File: src/rtl/phase_meas_ctrl.sv
// Multi-channel X-to-Y phase sequencer: scans enabled channel pairs, averages
// 2^AVG_LOG2 rise-to-rise delays per channel and returns one result per channel.
module phase_meas_ctrl #(
  parameter int N_CH     = 4,
  parameter int CW       = 32,
  parameter int AVG_LOG2 = 3,
  parameter int TIMEOUT  = 1000000
) (
  input  logic                    clk,
  input  logic                    rst,
  input  logic                    start,
  input  logic [N_CH-1:0]         ch_mask,
  input  logic [N_CH-1:0]         sig_x,
  input  logic [N_CH-1:0]         sig_y,
  output logic                    busy,
  output logic                    res_valid,
  input  logic                    res_ready,
  output logic [$clog2(N_CH)-1:0] res_ch,
  output logic [CW-1:0]           res_phase,
  output logic                    res_timeout,
  output logic                    done
);

  localparam int SW = $clog2(N_CH);
  localparam int AW = CW + AVG_LOG2;
  localparam int NW = AVG_LOG2 + 1;
  localparam int TW = $clog2(TIMEOUT) + 1;

  localparam logic [2:0] S_IDLE  = 3'd0;
  localparam logic [2:0] S_ARM   = 3'd1;
  localparam logic [2:0] S_COUNT = 3'd2;
  localparam logic [2:0] S_ACC   = 3'd3;
  localparam logic [2:0] S_OUT   = 3'd4;
  localparam logic [2:0] S_NEXT  = 3'd5;

  localparam logic [CW-1:0] CNT_MAX = '1;
  localparam logic [NW-1:0] N_SAMP  = NW'(2**AVG_LOG2);
  localparam logic [TW-1:0] T_LAST  = TW'(TIMEOUT - 1);

  logic [2:0]      state;
  logic [N_CH-1:0] mask_r;
  logic [SW-1:0]   sel;
  logic [CW-1:0]   cnt;
  logic [CW-1:0]   sample;
  logic [AW-1:0]   acc;
  logic [NW-1:0]   n_samp;
  logic [TW-1:0]   timer;
  logic            done_empty;

  // Two synchronizer stages followed by the previous-value register for edge detection.
  logic [N_CH-1:0] x_s1, x_s2, x_prev;
  logic [N_CH-1:0] y_s1, y_s2, y_prev;

  // NOTE: every clocked register uses non-blocking assignment so all stages
  // update from the same pre-edge values; blocking here would collapse the chain.
  always_ff @(posedge clk or negedge rst) begin
    if (!rst) begin
      x_s1   <= '0;
      x_s2   <= '0;
      x_prev <= '0;
      y_s1   <= '0;
      y_s2   <= '0;
      y_prev <= '0;
    end else begin
      x_s1   <= sig_x;
      x_s2   <= x_s1;
      x_prev <= x_s2;
      y_s1   <= sig_y;
      y_s2   <= y_s1;
      y_prev <= y_s2;
    end
  end

  logic [N_CH-1:0] rise_x, rise_y;
  logic            rx, ry;
  assign rise_x = x_s2 & ~x_prev;
  assign rise_y = y_s2 & ~y_prev;
  assign rx     = rise_x[sel];
  assign ry     = rise_y[sel];

  // Lowest set bit of the incoming mask, and next set bit above sel in the latched mask.
  logic [SW-1:0] first_idx, next_idx;
  logic          first_ok, next_ok;

  // NOTE: every output of this block gets a default before the loop, so no
  // path leaves a value unassigned and no latch is inferred.
  always_comb begin
    first_idx = '0;
    first_ok  = 1'b0;
    next_idx  = '0;
    next_ok   = 1'b0;
    for (int i = N_CH - 1; i >= 0; i--) begin
      if (ch_mask[i]) begin
        first_idx = SW'(i);
        first_ok  = 1'b1;
      end
      if (mask_r[i] && (i > int'(sel))) begin
        next_idx = SW'(i);
        next_ok  = 1'b1;
      end
    end
  end

  logic [CW-1:0] cnt_inc;
  logic [AW-1:0] acc_sum;
  logic [NW-1:0] n_samp_inc;
  logic          last_ch;

  assign cnt_inc    = (cnt == CNT_MAX) ? cnt : cnt + 1'b1;
  assign acc_sum    = acc + AW'(sample);
  assign n_samp_inc = n_samp + 1'b1;
  assign last_ch    = (state == S_NEXT) && !next_ok;

  assign res_valid = (state == S_OUT);
  assign res_ch    = sel;
  assign done      = done_empty | last_ch;
  assign busy      = (state != S_IDLE) && !last_ch;

  always_ff @(posedge clk or negedge rst) begin
    if (!rst) begin
      state       <= S_IDLE;
      mask_r      <= '0;
      sel         <= '0;
      cnt         <= '0;
      sample      <= '0;
      acc         <= '0;
      n_samp      <= '0;
      timer       <= '0;
      res_phase   <= '0;
      res_timeout <= 1'b0;
      done_empty  <= 1'b0;
    end else begin
      done_empty <= 1'b0;
      case (state)
        S_IDLE: begin
          // A start coinciding with the empty-mask done pulse is dropped.
          if (start && !done_empty) begin
            mask_r <= ch_mask;
            sel    <= first_idx;
            acc    <= '0;
            n_samp <= '0;
            timer  <= '0;
            if (first_ok) state <= S_ARM;
            else          done_empty <= 1'b1;
          end
        end

        S_ARM, S_COUNT, S_ACC: begin
          timer <= timer + 1'b1;
          if (timer == T_LAST) begin
            res_phase   <= '0;
            res_timeout <= 1'b1;
            state       <= S_OUT;
          end else if (state == S_ACC) begin
            acc    <= acc_sum;
            n_samp <= n_samp_inc;
            if (n_samp_inc == N_SAMP) begin
              res_phase   <= CW'(acc_sum >> AVG_LOG2);
              res_timeout <= 1'b0;
              state       <= S_OUT;
            end else begin
              state <= S_ARM;
            end
          end else if (rx && ry) begin
            sample <= '0;
            state  <= S_ACC;
          end else if (rx) begin
            // Latest X edge wins: a fresh reference restarts the delay count.
            cnt   <= '0;
            state <= S_COUNT;
          end else if (state == S_COUNT) begin
            if (ry) begin
              sample <= cnt_inc == cnt ? CNT_MAX : cnt + 1'b1;
              state  <= S_ACC;
            end else begin
              cnt <= cnt_inc;
            end
          end
        end

        S_OUT: begin
          if (res_ready) state <= S_NEXT;
        end

        S_NEXT: begin
          acc    <= '0;
          n_samp <= '0;
          timer  <= '0;
          if (next_ok) begin
            sel   <= next_idx;
            state <= S_ARM;
          end else begin
            state <= S_IDLE;
          end
        end

        default: state <= S_IDLE;
      endcase
    end
  end

endmodule

File: config.mk
export PLATFORM = sky130hd
export DESIGN_NAME = phase_meas_ctrl
export DESIGN_NICKNAME = d
export VERILOG_FILES = /design/src/rtl/phase_meas_ctrl.sv
export SDC_FILE = /design/constraint.sdc
export NUM_CORES = 1
export LEC_CHECK = 0
export CORE_UTILIZATION = 60
export DETAILED_ROUTE_END_ITERATION = 7
export PLACE_DENSITY = 0.77
export SYNTH_ARGS = -nofsm -noshare
export SYNTH_HDL_FRONTEND = slang
export SYNTH_SLANG_ARGS = --single-unit
File: constraint.sdc
create_clock -name clk -period 3 [get_ports clk]
set_input_delay 0.6 -clock clk [delete_from_list [all_inputs] [get_ports clk]]
set_output_delay 0.6 -clock clk [all_outputs]
set_load 0.01 [all_outputs]
==> results.json, run 1 <==
{
  "status": "complete, no violations",
  "area_growth_pct": 13.87,
  "grt_max_degree": 75,
  "cp_top_family": "simple AND/OR/NAND/NOR gates",
  "synth_top_cell_by_area": "dfrtp_1",
  "cp-start-kind": "flop",
  "min_period_ns": 2.859,
  "vias_per_cell": 6.284,
  "start_util": 0.6138,
  "rsz0062_at_grt": "no",
  "n_fill_cell": 1298,
  "cp_cell_sequence": "nor2b_1 -> nand2_1 -> or3_1 -> nand2b_1 -> clkdlybuf4s50_1",
  "clk_pin_slew_worst_paths_ns": 0.08,
  "synth_nets": 1147,
  "grt_pass1_wl_um": 41570,
  "ys_top_cells_by_count": "dfrtp_1 (190), nand2_1 (100), o21ai_0 (87)",
  "relSlewSlack": 0.4427,
  "busiest_layer": "met2",
  "portBuffers": 53,
  "synth-edff-count": 0,
  "ys_ff_latch": 190,
  "drive_gt1_frac": 0.1012,
  "setup_viol": 0,
  "cts_made_buffers": 17,
  "crit_arrival_ns": 2.26,
  "synth_seq_area_share": 0.4478,
  "die_x_um": 135.0,
  "grt_use_met2": 0.4410,
  "crit_buf_inv": 1,
  "synth_area_per_cell_um2": 9.695,
  "ant_nets": 0,
  "cap_violations": 0,
  "h-tree-depth": 4,
  "num_rows": 48,
  "worstMarginPinSlew_ns": 0.8290,
  "synth_warnings": 0,
  "drt_wl_total_um": 25170,
  "slew_violations": 0,
  "clock_sinks": 190,
  "synthArstFlopShare": 1.000,
  "hpwl_um": 18130,
  "grt_usage": 0.2912,
  "cpPeakStageDelay_ns": 0.53,
  "end_kind": "primary output",
  "clockBufferDepth": 2,
  "io_pins": 54,
  "die-area_um2": 18230,
  "die_h_um": 135.0,
  "critPathKind": "flop to primary output",
  "route.detailed.drc": 0,
  "p_leak_nw": 5.439,
  "grt-ovfl-total": 0,
  "fin_util": 0.6989,
  "powerDensity_nw_per_um2": 647.1,
  "period_share": 0.9530,
  "netlist-cell-type-count": 80,
  "crit_slowest_cell": "clkdlybuf4s50_1",
  "grt.met3_usage": 0.03904,
  "cp.required_ns": 2.40,
  "synth_cells": 1095,
  "hold_class": "input pin to asynchronous set/reset pin",
  "cts_tree": "done",
  "firstDrtPassIters": 5,
  "worstPathMaxFanout": 6,
  "fp.coreArea_um2": 17300,
  "clkLatencyLatePin_ns": 0.45,
  "fin_skew_ns": 0.009638,
  "synth_ff_type": "dfrtp_1",
  "root_buffer": "clkbuf_16",
  "first_iter_violations": 768,
  "wl_per_cell_um": 18.22,
  "gp_congestion": 0.9638,
  "use_met1": 0.4270,
  "whs_ns": 0.1544,
  "antenna_found_initial": 0,
  "routed-via-count": 8678,
  "synth_area_um2": 10620,
  "synth_area_leaders": "dfrtp_1 (45%), a22o_1 (4.5%), ha_1 (4.1%)",
  "grt_pass1_vias": 8046,
  "yosysTopAreaCellShare": 0.4478,
  "peakVddDrop_v": 0.0004399,
  "final_nets": 1195,
  "fmax_mhz": 349.8,
  "fin_tns_setup_ns": 0,
  "hold_viol_final": 0,
  "yosysMostFrequentCell": "dfrtp_1",
  "antenna_cells": 0,
  "p_total_mw": 7.823
}
-- layer usage --
metal | up-vias | part of all wire
li1 | 4157 | -
met1 | 4205 | 0.47
met4 | 0 | 0.022
met3 | 39 | 0.052
met2 | 277 | 0.45
met5 | - | 0
-- cells in the final DEF, fill, tap and decap left out, types with 6 or more instances in the layout --
cell / instances
a21oi_1: 62
xnor2_1: 36
and3_1: 11
a21o_1: 27
or3_1: 11
or2_2: 6
nand2_1: 100
o22a_1: 10
and4_1: 10
buf_4: 34
nor2_1: 77
o21ai_0: 86
xor2_1: 28
a211oi_1: 18
dfrtp_1: 190
nand2b_1: 18
ha_1: 35
inv_1: 21
and2_1: 10
clkbuf_16: 17
nor3_1: 12
nand3_1: 36
nand4_1: 21
clkdlybuf4s50_1: 52
o31ai_1: 13
o211ai_1: 13
o21a_1: 10
mux2_2: 9
a211o_1: 6
a31oi_1: 15
nor2b_1: 12
a22o_1: 54
-- path summary, 6_finish.rpt --
check | slack (ns) | cells after the start | to | start
worst min-delay path | 0.15 | 1 | res_phase[11] | rst
worst max register to register | 0.15 | 8 | res_phase[24] | sample[8]
worst min register to register | 0.35 | 0 | x_s2[3] | x_s1[3]
min in group clk | 0.35 | 0 | x_s2[3] | x_s1[3]
max in group asynchronous | 2.07 | 2 | x_prev[2] | rst
worst max-delay path | 0.14 | 5 | done | state[1]
-- sequential cells by signal (all words and copies together) (netlist names) --
name and cells:
acc 35, cnt 32, done_empty 1, mask_r 3
n_samp 4, res_ch 2, res_phase 32, res_timeout 1
sample 32, state 3, timer 21, x_prev 4
x_s1 4, x_s2 4, y_prev 4, y_s1 4
y_s2 4
-- cell type report --
type | instances | area [um2] | share of cell area
clock buffer | 17 | 425.4 | 0.03519
tap | 225 | 281.5 | 0.02329
inverter | 22 | 82.58 | 0.006831
multi-input combinational | 821 | 5494 | 0.4545
timing repair buffer | 91 | 869.6 | 0.07193
sequential | 190 | 4755 | 0.3933
clock inverter | 15 | 181.4 | 0.01501
-- per-stage QoR --
| step | area, um2 | setup WS [ns] | std cells |
|---|---|---|---|
| finish | 12090 | 0.1411 | 1381 |
| CTS | 12080 | 0.07096 | 1381 |
| global route | 12090 | 0.01073 | 1381 |
| global placement | 11470 | 0.1717 | 1349 |
| floorplan | 10620 | 0.4104 | 1095 |
| detailed placement | 11470 | 0.08477 | 1349 |
-- power breakdown --
group | internal [mW] | switching, mW | leakage, nW
Clock | 1.14 | 1.15 | 0.296
Combinational | 0.944 | 1.42 | 2.61
Sequential | 2.87 | 0.301 | 2.53
-- logic make-up after synthesis --
family	share of synthesized area
buffers and inverters	0.03677
adders and majority gates	0.04314
xor gates and xnor gates	0.05280
muxes	0.01780
DFF	0.4478
and+or+nand+nor	0.1677
AOI/OAI and AO/OA	0.2339
-- timing repair --
action / 4_1_cts / 5_1_grt
setup endpoints to repair: 0 / 6
hold buffers: 0 / 0
resized for setup: 0 / 3
buffers inserted: 0 / 0
(Power assumes the default switching activity.)
==> inputs of run 2 (changes only) <==
--- a/config.mk
+++ b/config.mk
@@ -11,3 +11,4 @@
 export SYNTH_ARGS = -nofsm -noshare
 export SYNTH_HDL_FRONTEND = slang
 export SYNTH_SLANG_ARGS = --single-unit
+export TNS_END_PERCENT = 50
==> results of run 2 <==
No change in the layout: final DEF, timing and power equal those of run 1.
